--- src/rtl/seg7_pkg.sv ---
// Shared constants for the 7-segment read-back path: active-high glyphs
// (segment a is bit 6) and the reader's state encoding.
package seg7_pkg;

  localparam logic [6:0] GLYPH_0 = 7'h7E;
  localparam logic [6:0] GLYPH_1 = 7'h30;
  localparam logic [6:0] GLYPH_2 = 7'h6D;
  localparam logic [6:0] GLYPH_3 = 7'h79;
  localparam logic [6:0] GLYPH_4 = 7'h33;
  localparam logic [6:0] GLYPH_5 = 7'h5B;
  localparam logic [6:0] GLYPH_6 = 7'h5F;
  localparam logic [6:0] GLYPH_7 = 7'h70;
  localparam logic [6:0] GLYPH_8 = 7'h7F;
  localparam logic [6:0] GLYPH_9 = 7'h7B;
  localparam logic [6:0] GLYPH_A = 7'h77;
  localparam logic [6:0] GLYPH_B = 7'h1F;
  localparam logic [6:0] GLYPH_C = 7'h4E;
  localparam logic [6:0] GLYPH_D = 7'h3D;
  localparam logic [6:0] GLYPH_E = 7'h4F;
  localparam logic [6:0] GLYPH_F = 7'h47;
  localparam logic [6:0] BLANK   = 7'h00;

  typedef enum logic {
    TRACK  = 1'b0,
    LOCKED = 1'b1
  } state_e;

endpackage

--- src/rtl/seg7_pattern_to_hex.sv ---
// Combinational decode of an active-high segment pattern back to a hex digit.
// Only canonical glyphs decode; all-off is blank, anything else is an error.
module seg7_pattern_to_hex
  import seg7_pkg::*;
(
  input  logic [6:0] pat,
  output logic [3:0] value,
  output logic       err,
  output logic       blank
);

  // Table lookup; non-glyph patterns report value 0.
  always_comb begin
    value = 4'h0;
    err   = 1'b0;
    blank = 1'b0;
    case (pat)
      GLYPH_0: value = 4'h0;
      GLYPH_1: value = 4'h1;
      GLYPH_2: value = 4'h2;
      GLYPH_3: value = 4'h3;
      GLYPH_4: value = 4'h4;
      GLYPH_5: value = 4'h5;
      GLYPH_6: value = 4'h6;
      GLYPH_7: value = 4'h7;
      GLYPH_8: value = 4'h8;
      GLYPH_9: value = 4'h9;
      GLYPH_A: value = 4'hA;
      GLYPH_B: value = 4'hB;
      GLYPH_C: value = 4'hC;
      GLYPH_D: value = 4'hD;
      GLYPH_E: value = 4'hE;
      GLYPH_F: value = 4'hF;
      BLANK:   blank = 1'b1;
      default: err   = 1'b1;
    endcase
  end

endmodule

--- src/rtl/seg7_reader.sv ---
// Samples a 7-segment drive pattern, waits for it to be stable for
// STABLE_CYCLES cycles, then locks and reports the decoded hex digit.
module seg7_reader
  import seg7_pkg::*;
#(
  parameter int STABLE_CYCLES  = 4,
  parameter bit SEG_ACTIVE_LOW = 1'b1
) (
  input  logic       clk,
  input  logic       reset,
  input  logic       sa,
  input  logic       sb,
  input  logic       sc,
  input  logic       sd,
  input  logic       se,
  input  logic       sf,
  input  logic       sg,
  output logic [3:0] value,
  output logic       valid,
  output logic       locked,
  output logic       err,
  output logic       blank,
  output logic [7:0] lock_count
);

  localparam int CNT_W = $clog2(STABLE_CYCLES + 1);
  localparam logic [CNT_W-1:0] CNT_TARGET = CNT_W'(STABLE_CYCLES);
  localparam logic [CNT_W-1:0] CNT_ONE    = CNT_W'(1);

  logic [6:0]       raw_s;
  logic [6:0]       pat_s;
  logic [6:0]       pat_q_r;
  logic [6:0]       cand_r;
  logic [CNT_W-1:0] cnt_r;
  state_e           state_r;
  state_e           state_s;
  logic             load_s;
  logic             inc_s;
  logic             lock_s;
  logic [3:0]       dec_value_s;
  logic             dec_err_s;
  logic             dec_blank_s;

  // Internally a set bit always means the segment is lit.
  assign raw_s = {sa, sb, sc, sd, se, sf, sg};
  assign pat_s = (SEG_ACTIVE_LOW != 1'b0) ? ~raw_s : raw_s;

  seg7_pattern_to_hex u_decode (
    .pat   (cand_r),
    .value (dec_value_s),
    .err   (dec_err_s),
    .blank (dec_blank_s)
  );

  // Next-state and action selection; a pattern change wins from any state.
  always_comb begin
    state_s = state_r;
    load_s  = 1'b0;
    inc_s   = 1'b0;
    lock_s  = 1'b0;
    if (pat_q_r != cand_r) begin
      load_s  = 1'b1;
      state_s = TRACK;
    end else if (state_r == TRACK) begin
      if (cnt_r == CNT_TARGET) begin
        lock_s  = 1'b1;
        state_s = LOCKED;
      end else begin
        inc_s = 1'b1;
      end
    end else begin
      state_s = state_r;
    end
  end

  // Sample register, stability counter, state and registered outputs.
  always_ff @(posedge clk) begin
    if (reset) begin
      pat_q_r    <= 7'h00;
      cand_r     <= 7'h00;
      cnt_r      <= '0;
      state_r    <= TRACK;
      value      <= 4'h0;
      valid      <= 1'b0;
      locked     <= 1'b0;
      err        <= 1'b0;
      blank      <= 1'b0;
      lock_count <= 8'h00;
    end else begin
      pat_q_r <= pat_s;
      state_r <= state_s;
      valid   <= lock_s;
      if (load_s) begin
        // Losing lock leaves the last decoded digit visible.
        cand_r <= pat_q_r;
        cnt_r  <= CNT_ONE;
        locked <= 1'b0;
      end else if (lock_s) begin
        locked     <= 1'b1;
        value      <= dec_value_s;
        err        <= dec_err_s;
        blank      <= dec_blank_s;
        lock_count <= lock_count + 8'd1;
      end else if (inc_s) begin
        cnt_r <= cnt_r + CNT_ONE;
      end else begin
        cnt_r <= cnt_r;
      end
    end
  end

endmodule
--- config.mk ---
export PLATFORM = sky130hd
export DESIGN_NAME = seg7_reader
export DESIGN_NICKNAME = d
export VERILOG_FILES = /design/src/rtl/seg7_pkg.sv /design/src/rtl/seg7_pattern_to_hex.sv /design/src/rtl/seg7_reader.sv
export SDC_FILE = /design/constraint.sdc
export NUM_CORES = 1
export LEC_CHECK = 0
export BUFFER_PORTS_ARGS = -buffer_cell sky130_fd_sc_hd__buf_2
export CORE_ASPECT_RATIO = 0.6
export CORE_MARGIN = 3
export CORE_UTILIZATION = 40
export CTS_CLUSTER_SIZE = 25
export DETAILED_ROUTE_END_ITERATION = 8
export SLEW_MARGIN = 5
export SYNTH_ARGS = -nofsm -noshare
export SYNTH_HDL_FRONTEND = slang
export SYNTH_SLANG_ARGS = --single-unit
--- constraint.sdc ---
create_clock -name clk -period 2.9 [get_ports clk]
set_input_delay 0.435 -clock clk [delete_from_list [all_inputs] [get_ports clk]]
set_output_delay 0.435 -clock clk [all_outputs]
set_load 0.005 [all_outputs]
==> summary.txt <==
Outcome
  – Status: completed

Logic synthesis
  – Synthesized flop and latch total: 34
  – Syn avg cell area: 8.60 sq um
  – Main synth FF type: dfxtp_1
  – Number of enable flip-flop cells after synthesis: 0
  – Top cells by area, synth: dfxtp_1 (43%), nor2_1 (5.5%), xor2_1 (4.5%)
  – Synth Instances: 182
  – Area share of the largest cell type after synthesis: a little over two fifths
  – Commonest cells post-synth: dfxtp_1 (34), nor2_1 (23), nand2_1 (11)
  – Synthesized net count: a little under 200
  – Yosys Warn Count: 0
  – Most frequent cell after synthesis: dfxtp_1
  – Cell variety after synth: 40
  – Largest area contributor in the netlist: dfxtp_1
  – Ys async rst share: 0%
  – Mapped Area: between 1500 and 2000 sq um
  – Seq/Total Area, Yosys: a little over two fifths

CTS
  – Cts repair resizes: 0
  – Later-pin clock latency in the skew report: between 200 and 300 ps
  – CTS max path bufs: 2
  – CTS Buf Count: 5
  – CTS sink cnt: 34
  – Root Driver: clkbuf_8
  – CTS tree: done
  – Setup Buffers After CTS: 0
  – Cts-stage hold buffer count: 0
  – H-tree depth: 2
  – Worst-path clk slew: roughly 70 ps

Finish
  – Reg area: 681 sq um
  – Multi-input gate area: 805 sq um
  – Area delta synth->final: 14.1%
  – Final Net Count: approximately 210
  – FILL cells: 338
  – Fin area: about 1800 sq um
  – Antenna diode count: 0
  – Fin util: approximately half
  – Share of cells above drive strength 1: about 16%

Placed design
  – Worst slack, placed: approximately 530 ps
  – Final HPWL DP: between 2 and 3 mm
  – Placement Cell Area: 1700 sq um
  – Number of port buffers: 24
  – Gpl congestion: 0.817

Job
  – Max-Cap Viols: 0

Floorplan
  – I/O pin cnt: 25
  – Initial Utilization: between 40 and 50%
  – Full die area: between 4000 and 5000 sq um
  – DIE HEIGHT: ~54 um
  – FP Rows: 16
  – Die Width: just under 90 um
  – Core Box Area: 3500 sq um

Critical path
  – Crit path buffers/inverters: 0
  – Delay-heaviest family, CP: simple AND/OR/NAND/NOR gates
  – Critical-path maximum fanout: 13
  – Slowest cell on crit path: or4_1
  – CP peak stage delay: approximately 620 ps
  – Setup crit end kind: flip-flop
  – Worst Setup Start Kind: flip-flop
  – Setup CP Type: flip-flop to flip-flop
  – CP required: about 3100 ps
  – Crit-path cells: xor2_1, nor4_4, nand3_1, or4_1, a21oi_1
  – Critical path arrival: 2570 ps

Pwr
  – Cell Pwr Density: between 500 and 600 nW/um^2
  – Peak VDD IR: between 0.3 and 0.4 mV
  – Leakage power total: around 0.73 nW

Timing
  – Setup violations, final: 0
  – Final worst slack: ~540 ps
  – Final Hold Viols: 0
  – Clock skew: around 5.4 ps
  – Least-Margin Pin Slew: ~530 ps
  – Fmax: between 400 and 500 MHz
  – Final Cycle Share: 81.5%
  – Setup TNS: 0 ps
  – Worst rel slew slack: roughly two thirds
  – Slew Limit Fails: 0
  – RSZ-0062 raised after global routing: false
  – Final Critical Period: ~2400 ps

Route
  – Post-route DRC: 0
  – Drt initial violations: roughly 130
  – DR WL/cell: about 14 um
  – Routed wire length: 3.53 mm
  – Vias: around 1400
  – Pre-antenna DRT Iters: 4
  – Vias per std cell: 5.54
  – Post-route ant nets: 0

Worst hold path
  – Hold crit path type: input port to flip-flop

GRT
  – Total GRT Usage: between 15 and 20%
  – Number of global-route vias before repair: 1277
  – Gr ovfl total: 0
  – Largest net degree at the start of global routing: 26
  – Global-route wire length before repair: slightly below 6 mm
  – Initial antenna violation count: 0
## routing by layer
layer	GRT usage, %	vias up	share of wire, %
met4	6.22	0	0.82
met3	6.02	5	7.8
met2	26.0	48	42
li1	-	690	-
met1	21.3	630	49
met5	0	-	0
## registers in the layout, indices dropped and copies added (netlist names)
| register | count |
|---|---|
| lock_count | 8 |
| cand_r | 7 |
| pat_q_r | 7 |
| value | 4 |
| cnt_r | 3 |
| blank | 1 |
| err | 1 |
| locked | 1 |
| state_r | 1 |
| valid | 1 |
## cell usage in the layout, fill, tap and decap left out, types with 4 or more instances in the layout
| master | n |
|---|---|
| a21oi_1 | 8 |
| nor4_1 | 7 |
| xor2_1 | 8 |
| nor2_1 | 23 |
| clkbuf_8 | 6 |
| a31oi_1 | 4 |
| nor2b_1 | 9 |
| nand3_1 | 7 |
| nor3_1 | 6 |
| nand4_1 | 5 |
| nand2_1 | 11 |
| buf_2 | 24 |
| inv_1 | 9 |
| dfxtp_1 | 34 |
## metrics by stage
stage / std cells / total power, mW / hold slack, ps
3_5_place_dp: 240 / 0.558 / 470
6_report: 248 / 0.900 / 296
4_1_cts: 248 / 0.914 / 287
5_1_grt: 248 / 0.944 / 284
2_1_floorplan: 182 / 0.542 / 455
3_3_place_gp: 240 / 0.556 / 448
## path summary, 6_finish.rpt
kind,start,endpoint,slack [ps],depth (start not counted)
setup / recovery,cand_r[5],lock_count[5],540,5
hold / removal,sa,pat_q_r[6],300,2
setup reg to reg,cand_r[5],lock_count[5],540,5
hold reg to reg,pat_q_r[3],cand_r[3],480,1
## power by group
| part | total (mW) | switching, mW | leakage, nW | internal (mW) |
|---|---|---|---|---|
| combinational | 0.0529 | 0.0293 | 0.400 | 0.0236 |
| sequential | 0.495 | 0.0173 | 0.277 | 0.477 |
| clock | 0.353 | 0.162 | 0.0482 | 0.191 |
## cell type report
class,instances,area share [%]
inverter,9,1.89
tap,45,3.15
clock inverter,1,0.280
sequential,34,38.1
multi-input combinational,128,45.0
timing repair buffer,24,6.72
clock buffer,7,4.83
## kinds of logic after synthesis
kind of cell / share of synthesized area (%)
AO/OA/AOI/OAI: 14.9
multiplexers: 0.640
XOR/XNOR: 5.60
AND/OR/NAND/NOR: 27.8
flip-flops: 43.5
buffers and inverters: 5.12
adder cells (fa/ha/maj): 2.40
## worst reg2reg max path: cells and delay by family, from the launching register on
kind	cells	cell delay [ps]
compound gates	1	160
flops	1	600
xor+xnor	1	170
simple gates	3	1350
Note: power is estimated with default switching activity, not from simulation.
